==> config.mk <==
export PLATFORM = sky130hd
export DESIGN_NAME = hilo_muldiv_unit
export DESIGN_NICKNAME = d
export VERILOG_FILES = /design/src/rtl/hilo_pkg.sv /design/src/rtl/hilo_muldiv_unit_div_iter_core.sv /design/src/rtl/hilo_muldiv_unit.sv
export SDC_FILE = /design/constraint.sdc
export NUM_CORES = 2
export LEC_CHECK = 0
export BUFFER_PORTS_ARGS = -buffer_cell sky130_fd_sc_hd__buf_2
export CAP_MARGIN = 20
export CORE_UTILIZATION = 55
export CTS_BUF_LIST = sky130_fd_sc_hd__clkbuf_8
export DETAILED_ROUTE_END_ITERATION = 10
export HOLD_SLACK_MARGIN = 0.05
export PLACE_DENSITY = 0.74
export SLEW_MARGIN = 20
export SYNTH_ARGS = -nofsm -noshare
export SYNTH_HDL_FRONTEND = slang
export SYNTH_SLANG_ARGS = --single-unit
==> constraint.sdc <==
create_clock -name Clk -period 31.6 [get_ports Clk]
set_input_delay 4.74 -clock Clk [delete_from_list [all_inputs] [get_ports Clk]]
set_output_delay 4.74 -clock Clk [all_outputs]
set_load 0.1 [all_outputs]
==> src/rtl/hilo_pkg.sv <==
// hilo_pkg: shared constants for the execute-stage HI/LO unit.
//   HILO_W     data width of HI, LO and the operands
//   OP_*       operation codes presented on Op
//   state_t    control state of the HI/LO unit
package hilo_pkg;

    localparam int HILO_W = 32;

    localparam logic [3:0] OP_NOP   = 4'd0;
    localparam logic [3:0] OP_MULT  = 4'd1;
    localparam logic [3:0] OP_MULTU = 4'd2;
    localparam logic [3:0] OP_DIV   = 4'd3;
    localparam logic [3:0] OP_DIVU  = 4'd4;
    localparam logic [3:0] OP_MTHI  = 4'd5;
    localparam logic [3:0] OP_MTLO  = 4'd6;
    localparam logic [3:0] OP_MADD  = 4'd7;
    localparam logic [3:0] OP_MSUB  = 4'd8;

    typedef enum logic [1:0] {
        ST_IDLE = 2'd0,
        ST_MUL  = 2'd1,
        ST_DIV  = 2'd2
    } state_t;

endpackage

==> src/rtl/hilo_muldiv_unit_div_iter_core.sv <==
// div_iter_core: unsigned radix-2 restoring divider datapath.
//   Clk, Rst        clock, synchronous active-high reset
//   Load            capture Dividend/Divisor and perform the first step
//   Step            perform one more quotient-bit step on the held state
//   Dividend        unsigned dividend (magnitude)
//   Divisor         unsigned divisor (magnitude)
//   NextQuotient    quotient after one more step on the held state
//   NextRemainder   remainder after one more step on the held state
// Load counts as step 1, so after Load plus 30 Steps the Next* outputs
// carry the complete 32-step result; the parent commits them on that edge.
module div_iter_core
    import hilo_pkg::*;
(
    input  logic              Clk,
    input  logic              Rst,
    input  logic              Load,
    input  logic              Step,
    input  logic [HILO_W-1:0] Dividend,
    input  logic [HILO_W-1:0] Divisor,
    output logic [HILO_W-1:0] NextQuotient,
    output logic [HILO_W-1:0] NextRemainder
);

    logic [HILO_W-1:0] remReg;
    logic [HILO_W-1:0] quoReg;
    logic [HILO_W-1:0] divReg;
    logic [2*HILO_W-1:0] loadStep;

    // One restoring step: shift the next dividend bit into the partial
    // remainder and subtract the divisor if it fits. Returns {rem, quo}.
    function automatic logic [2*HILO_W-1:0] divStep(
        input logic [HILO_W-1:0] rem,
        input logic [HILO_W-1:0] quo,
        input logic [HILO_W-1:0] dvs
    );
        logic [HILO_W:0]   shifted;
        logic [HILO_W+1:0] diff;
        shifted = {rem, quo[HILO_W-1]};
        diff    = {1'b0, shifted} - {2'b00, dvs};
        // When the subtraction fails, shifted < divisor so it fits in HILO_W bits.
        if (!diff[HILO_W+1])
            return {diff[HILO_W-1:0], quo[HILO_W-2:0], 1'b1};
        else
            return {shifted[HILO_W-1:0], quo[HILO_W-2:0], 1'b0};
    endfunction

    assign loadStep = divStep('0, Dividend, Divisor);
    assign {NextRemainder, NextQuotient} = divStep(remReg, quoReg, divReg);

    always_ff @(posedge Clk) begin
        if (Rst) begin
            remReg <= '0;
            quoReg <= '0;
            divReg <= '0;
        end else if (Load) begin
            {remReg, quoReg} <= loadStep;
            divReg           <= Divisor;
        end else if (Step) begin
            remReg <= NextRemainder;
            quoReg <= NextQuotient;
        end
    end

endmodule

==> src/rtl/hilo_muldiv_unit.sv <==
// hilo_muldiv_unit: execute-stage HI/LO unit (MULT/MULTU/DIV/DIVU/MTHI/MTLO).
//   Clk, Rst   clock, synchronous active-high reset
//   Start, Op  HI/LO operation present in execute (Op from hilo_pkg)
//   A, B       forwarded rs / rt operands
//   HIOut      architectural HI register
//   LOOut      architectural LO register
//   Busy       multi-cycle operation in progress (registered)
//   Stall      hold upstream pipeline registers (combinational)
//   Done       one-cycle pulse the cycle after a mul/div commit
// Build option: define HILO_ACC_EN to add MADD/MSUB (signed accumulate into
// {HI,LO}); without it those codes behave as NOP.
// An op spends N cycles in execute (accept cycle + N-1 busy cycles). The
// counter is loaded with N-2 so the commit edge is the one where it reads 0.
// The divider always takes 32 steps, so DIV_CYCLES is expected to stay 32.
module hilo_muldiv_unit
    import hilo_pkg::*;
#(
    parameter int MULT_CYCLES = 4,
    parameter int DIV_CYCLES  = 32
) (
    input  logic              Clk,
    input  logic              Rst,
    input  logic              Start,
    input  logic [3:0]        Op,
    input  logic [HILO_W-1:0] A,
    input  logic [HILO_W-1:0] B,
    output logic [HILO_W-1:0] HIOut,
    output logic [HILO_W-1:0] LOOut,
    output logic              Busy,
    output logic              Stall,
    output logic              Done
);

    localparam int CNT_W = 6;
    localparam bit MUL_MULTI = (MULT_CYCLES > 1);
    localparam logic [CNT_W-1:0] MUL_LOAD = CNT_W'(MUL_MULTI ? MULT_CYCLES - 2 : 0);
    localparam logic [CNT_W-1:0] DIV_LOAD = CNT_W'(DIV_CYCLES - 2);

    state_t             state;
    logic [CNT_W-1:0]   counter;
    logic [HILO_W:0]    mulA, mulB;
    logic               divNegQ, divNegR, divZero;
    logic [HILO_W-1:0]  divARaw;
`ifdef HILO_ACC_EN
    logic               accAdd, accSub;
    logic               curAdd, curSub;
`endif

    logic               isMul, isDiv, divSigned, accept;
    logic [HILO_W:0]    extA, extB, opA, opB;
    logic [2*HILO_W-1:0] product, mulResult;
    logic [HILO_W-1:0]  absA, absB, nextQ, nextR, divHi, divLo;

    assign Busy = (state != ST_IDLE);

    always_comb begin
        isMul = (Op == OP_MULT) || (Op == OP_MULTU);
`ifdef HILO_ACC_EN
        isMul = isMul || (Op == OP_MADD) || (Op == OP_MSUB);
`endif
        isDiv     = (Op == OP_DIV) || (Op == OP_DIVU);
        divSigned = (Op == OP_DIV);
    end

    assign accept = (state == ST_IDLE) && Start;
    assign Stall  = (accept && ((isMul && MUL_MULTI) || isDiv)) || (Busy && counter != '0);

    // Multiplier: 33-bit operands carry the signedness, so a single signed
    // multiply serves MULT and MULTU. Uses the live inputs while idle so a
    // single-cycle configuration can commit on the accept edge.
    assign extA = {(Op != OP_MULTU) & A[HILO_W-1], A};
    assign extB = {(Op != OP_MULTU) & B[HILO_W-1], B};
    assign opA  = Busy ? mulA : extA;
    assign opB  = Busy ? mulB : extB;

    always_comb begin
        logic [2*HILO_W-1:0] wideA, wideB;
        wideA   = {{(HILO_W-1){opA[HILO_W]}}, opA};
        wideB   = {{(HILO_W-1){opB[HILO_W]}}, opB};
        product = wideA * wideB;
    end

`ifdef HILO_ACC_EN
    assign curAdd = Busy ? accAdd : (Op == OP_MADD);
    assign curSub = Busy ? accSub : (Op == OP_MSUB);
    always_comb begin
        mulResult = product;
        if (curAdd)      mulResult = {HIOut, LOOut} + product;
        else if (curSub) mulResult = {HIOut, LOOut} - product;
    end
`else
    assign mulResult = product;
`endif

    // Divider runs on magnitudes; signs are reapplied at commit.
    assign absA = (divSigned && A[HILO_W-1]) ? -A : A;
    assign absB = (divSigned && B[HILO_W-1]) ? -B : B;

    div_iter_core uDivCore (
        .Clk           (Clk),
        .Rst           (Rst),
        .Load          (accept && isDiv),
        .Step          (state == ST_DIV),
        .Dividend      (absA),
        .Divisor       (absB),
        .NextQuotient  (nextQ),
        .NextRemainder (nextR)
    );

    // 0x80000000 / -1 needs no special case: magnitude quotient 0x80000000
    // with equal signs is already the required result.
    assign divLo = divZero ? '1 : (divNegQ ? -nextQ : nextQ);
    assign divHi = divZero ? divARaw : (divNegR ? -nextR : nextR);

    always_ff @(posedge Clk) begin
        if (Rst) begin
            state   <= ST_IDLE;
            counter <= '0;
            HIOut   <= '0;
            LOOut   <= '0;
            Done    <= 1'b0;
            mulA    <= '0;
            mulB    <= '0;
            divNegQ <= 1'b0;
            divNegR <= 1'b0;
            divZero <= 1'b0;
            divARaw <= '0;
`ifdef HILO_ACC_EN
            accAdd  <= 1'b0;
            accSub  <= 1'b0;
`endif
        end else begin
            Done <= 1'b0;
            case (state)
                ST_IDLE: if (Start) begin
                    if (Op == OP_MTHI) begin
                        HIOut <= A;
                    end else if (Op == OP_MTLO) begin
                        LOOut <= A;
                    end else if (isMul) begin
                        mulA <= extA;
                        mulB <= extB;
`ifdef HILO_ACC_EN
                        accAdd <= (Op == OP_MADD);
                        accSub <= (Op == OP_MSUB);
`endif
                        if (MUL_MULTI) begin
                            counter <= MUL_LOAD;
                            state   <= ST_MUL;
                        end else begin
                            {HIOut, LOOut} <= mulResult;
                            Done           <= 1'b1;
                        end
                    end else if (isDiv) begin
                        divNegQ <= divSigned && (A[HILO_W-1] ^ B[HILO_W-1]);
                        divNegR <= divSigned && A[HILO_W-1];
                        divZero <= (B == '0);
                        divARaw <= A;
                        counter <= DIV_LOAD;
                        state   <= ST_DIV;
                    end
                end
                ST_MUL: begin
                    if (counter == '0) begin
                        {HIOut, LOOut} <= mulResult;
                        Done           <= 1'b1;
                        state          <= ST_IDLE;
                    end else begin
                        counter <= counter - CNT_W'(1);
                    end
                end
                ST_DIV: begin
                    if (counter == '0) begin
                        HIOut <= divHi;
                        LOOut <= divLo;
                        Done  <= 1'b1;
                        state <= ST_IDLE;
                    end else begin
                        counter <= counter - CNT_W'(1);
                    end
                end
                default: state <= ST_IDLE;
            endcase
        end
    end

endmodule

# Word-level counts from Yosys, hierarchy flattened
# Index checks and enable logic that the tools add are counted.
# word_totals
elab_cells,115
ff_bits,270
out_inout_bits,67
# op_classes
n_eq_ne,19
n_mux,40
multipliers,1
bitwise,7
n_reduce_logical,27
addsub,7
# op_table
cell,n
$mux W32,19
$pmux W32 S3,2
$mux W64,2
$neg A32 Y32,4
$mux W33,2
$mul A33 B33 Y64,1
$mux W6,6
$sub A33 B32 Y34,1
$sub A1 B32 Y33,1
$logic_not A32 Y1,1
$reduce_and A6 Y1,3
$reduce_and A5 Y1,3
$eq A4 B3 Y1 const B,3
$mux W2,6
$ne A2 B2 Y1 const B,6
$pmux W6 S2,1
$eq A4 B2 Y1 const B,2
$logic_and A1 B1 Y1,7
$logic_not A6 Y1,1
$ne A2 B1 Y1 const B,3
$reduce_bool A2 Y1,3
$reduce_bool A6 Y1,1
$sub A6 B1 Y6 const B,1
$eq A4 B1 Y1 const B,1
13 further kinds,21

# Logic depth before layout (Yosys ltp)
# depth
word_depth,8
depth_mapped,39

# Modules after synthesis
# A second synthesis with hierarchy kept.
# hier_totals
cells_unflattened,6732
hier_area_um2,56057.5
# by_module_without_submodules
module,instances,area_each_um2,cells_each
hilo_muldiv_unit,1,49372.4,5881
div_iter_core,1,6685.2,851

# Worst setup path after synthesis
# No wires, ideal clock.
# synth_timing
kind,input-to-reg
start,input Op[1]
end,register HIOut[31]
path_slack_ns,18.358
cell_stages,33
t_arrival_ns,13.111
n_path_buf,1
required_time_ns,31.469
cell_sequence,nor2b_1 -> nand2_1 -> and2_1 -> mux2i_1 -> clkbuf_1 -> nor2_1 -> fa_1 -> inv_1 -> fa_1 -> inv_1 -> fa_1 -> fa_1 -> inv_1 -> fa_1 -> inv_1 -> fa_1 -> inv_1 -> fa_1 -> fa_1 -> inv_1 -> ha_1 -> a21o_1 -> a21o_1 -> a21oi_1 -> and3_1 -> a32oi_1 -> a221oi_1 -> nor2_1 -> a311oi_1 -> xnor2_1 -> a221o_1 -> a21oi_1 -> nor4_1
# synth_between
elab_chain_len,6
elab_cells_between_ends,11
classes_between,mul (1); eq/ne (3); mux (4); bitwise (2); reduce/logical (1)
# synth_rtl
element,line_no,source
"start, declared",hilo_muldiv_unit.sv:24,"input logic [3:0] Op,"
$ne A4 B2 Y1,"hilo_muldiv_unit.sv:71, hilo_muldiv_unit.sv:72",
"$and A1 B1 Y1, on equally long branches","hilo_muldiv_unit.sv:71, hilo_muldiv_unit.sv:72",
"$mux W33, on equally long branches","hilo_muldiv_unit.sv:73, hilo_muldiv_unit.sv:74",
$mul A33 B33 Y64,hilo_muldiv_unit.sv:80,product = wideA * wideB;
$mux W32,hilo_muldiv_unit.sv:164,if (counter == '0) begin
$pmux W32 S3,hilo_muldiv_unit.sv:134,case (state)
"end signal, assigned",hilo_muldiv_unit.sv:151,"{HIOut, LOOut} <= mulResult;"
"end signal, assigned",hilo_muldiv_unit.sv:165,"{HIOut, LOOut} <= mulResult;"
"end signal, assigned",hilo_muldiv_unit.sv:174,HIOut <= divHi;
"end, declared",hilo_muldiv_unit.sv:27,"output logic [HILO_W-1:0] HIOut,"
# Parallel ways exist; a longest one is shown, timed or not. The select of a mux whose other input is x is not followed.
# A chain may end at the register's enable or synchronous reset.

# Worst setup path after layout
# Ends and elaborated chain as after synthesis.

==> run_results.csv <==
group,metric,value,unit
clocking,clk_pin_slew_worst_paths,0.06,ns
clocking,postCtsHoldBufs,0,
critical_path,cp-start-kind,"input pin",
finish,final_cell_mix,"inv_1, nand2_1, fa_1",
synthesis,synth_nets,8034,
critical_path,end_kind,"flop",
routing,firstDrtPassIters,6,
clocking,clkLatencyLatePin,0.60,ns
sta,worstMarginPinSlew,1.22,ns
place,place_hpwl,140000,um
finish,fin_util,0.582,
clocking,root_buffer,"clkbuf_8",
routing,drt_iter0_drc,5629,
critical_path,worstSetupPathType,"input pin to flop",
finish,layout_commonest_cell,"inv_1",
grt,track_usage,0.361,
finish,diodes,0,
clocking,postCtsSetupBuffers,0,
grt,overflow,0,
routing,dr_total_vias,46532,
die,die_w,318,um
synthesis,yosysTopAreaCell,"fa_1",
sta,rsz0062_at_grt,"false",
clocking,clk_path_buf_depth,3,
synthesis,synth_area_per_cell,8.36,um2
routing,wirelength,182000,um
routing,postRouteAntennaNets,0,
synthesis,ys_ff_latch,270,
die,die_y,318,um
sta,fin_setup_tns,0,ns
synthesis,ys_seq_area_frac,0.0982,
die,start_util,0.557,
synthesis,postSynthCellCount,6581,
sta,setup_viol,0,
grt,grt_antenna_before_repair,5,
die,dieArea,101000,um2
job,cap_violations,0,
routing,detail_route.wl_per_cell,23.4,um
critical_path,arrival,14.46,ns
critical_path,worst_path_max_delay_cell,"fa_1",
worst_hold_path,min_path_type,"flop to flop",
routing,avgViaCountPerCell,5.99,
synthesis,synth_edf_count,0,
finish,syn_to_final_growth,4.47,%
die,num_rows,115,
synthesis,synthArstFlopShare,0,
place,port_buffers,137,
clocking,htree_levels,2,
synthesis,synth_flop_cell,"dfxtp_1",
critical_path,cpPeakStageDelay,0.85,ns
die,core,98700,um2
synthesis,synth_warnings,0,
synthesis,netlist_area,55000,um2
grt,grt_pass1_vias,46860,
sta,period_minus_slack,13.99,ns
sta,relSlewSlack,0.168,
outcome,status,"finished, final reports clean",
clocking,tritoncts,"yes",
clocking,cts.repair.resized,0,
finish,seqCellArea,5410,um2
routing,remaining_drc_errors,0,
critical_path,crit_top_cell,"fa_1",
grt,grt_pass1_wl,279000,um
sta,slew_violations,0,
synthesis,synth.distinct_cells,84,
synthesis,yosysTopAreaCellShare,0.410,
sta,fmax,71.5,MHz
finish,fillers,8779,
clocking,clock_sinks,270,
clocking,cts-buffers-inserted,45,
finish,multi_input_area,43600,um2
finish,layout-drive-gt1-share,0.0672,
finish,final_nets,7913,
synthesis,synth_area_leaders,"fa_1, dfxtp_1, inv_1",
die,ioPinCount,138,
place,gp_congestion,1.00,
grt,grt_max_degree,101,
sta,hold_violations,0,
critical_path,crit_required,32.07,ns
sta,post-route-period-util,0.443,
critical_path,critPathMaxFanout,17,
sta,skew,0.0267,ns
-- sequential cells by signal (all words and copies together), names as in the netlist --
| signal | count |
|---|---|
| divZero | 1 |
| divARaw | 32 |
| counter | 6 |
| LOOut | 32 |
| Done | 1 |
| divNegQ | 1 |
| uDivCore.remReg | 32 |
| mulB | 33 |
| mulA | 33 |
| uDivCore.divReg | 32 |
| divNegR | 1 |
| state | 2 |
| HIOut | 32 |
| uDivCore.quoReg | 32 |
-- cells by family (layout without fill, tap and decap cells) --
group	count (synthesis)	in the layout	synth area share
DFF	270	270	0.0982
and+or+nand+nor	2026	2026	0.151
buffers and inverters	1643	1548	0.113
adders and majority gates	1382	1382	0.468
muxes	185	185	0.0352
xor gates and xnor gates	217	217	0.0345
AOI/OAI and AO/OA	858	858	0.100
-- per-stage QoR --
| step | instances | setup WS (ns) | hold WS, ns | cell area [um2] |
|---|---|---|---|---|
| 2_1_floorplan | 6581 | 18.36 | 0.434 | 55000 |
| 3_3_place_gp | 7699 | 17.24 | 0.436 | 56600 |
| 3_5_place_dp | 7699 | 17.08 | 0.443 | 56600 |
| 4_1_cts | 7772 | 17.71 | 0.451 | 57400 |
| 5_1_grt | 7773 | 17.10 | 0.469 | 57500 |
| 6_report | 7773 | 17.61 | 0.447 | 57500 |
-- per-layer routing --
layer  global-route usage  up-vias  wire [um]
met2                0.547     2810      78600
met4                0.171        4      10200
met1                0.484    23238      69800
met5                    0        -         36
li1                     -    19987          -
met3               0.0926      493      23200
-- worst paths after layout --
path	startpoint	end	slack, ns	cells after the start
setup / recovery	Op[1]	HIOut[31]	17.61	34
hold / removal	HIOut[13]	HIOut[13]	0.45	2
setup reg to reg	state[0]	HIOut[31]	19.48	33
hold reg to reg	HIOut[13]	HIOut[13]	0.45	2
-- cell type report --
cell class / count / share of cell area
tap: 1287 / 0.0280
multi-input combinational: 4668 / 0.758
timing repair buffer: 220 / 0.0233
clock inverter: 19 / 0.00155
sequential: 270 / 0.0941
inverter: 1255 / 0.0820
clock buffer: 54 / 0.0129
-- synth_stat cells, drive strengths merged, types with 10 or more instances --
| cell | n |
|---|---|
| or4 | 12 |
| o21ai | 173 |
| o31ai | 32 |
| clkbuf | 342 |
| inv | 1253 |
| mux2i | 116 |
| fa | 1126 |
| nand2b | 19 |
| mux2 | 69 |
| xor2 | 70 |
| o41ai | 19 |
| nand3 | 39 |
| dfxtp | 270 |
| a311oi | 22 |
| ha | 256 |
| xnor2 | 147 |
| nand4 | 11 |
| and2 | 27 |
| nor3 | 63 |
| a21o | 56 |
| o21bai | 10 |
| or2 | 11 |
| nand2 | 1189 |
| nor4 | 18 |
| a221o | 13 |
| a221oi | 30 |
| or3 | 25 |
| a31oi | 29 |
| and3 | 16 |
| a211oi | 83 |
| a21boi | 11 |
| a21oi | 295 |
| buf | 46 |
| nor2 | 560 |
-- worst max-delay path, delay by kind of cell --
kind | cells | cell delay (ns)
adders and majority gates | 9 | 4.87
AOI/OAI and AO/OA | 8 | 2.03
and+or+nand+nor | 7 | 1.29
buffers and inverters | 8 | 0.94
muxes | 1 | 0.47
xor gates and xnor gates | 1 | 0.11
Power is left out: the tool's default activity adds up to more than one toggle a clock period on the data nets, which glitch-free logic cannot reach.
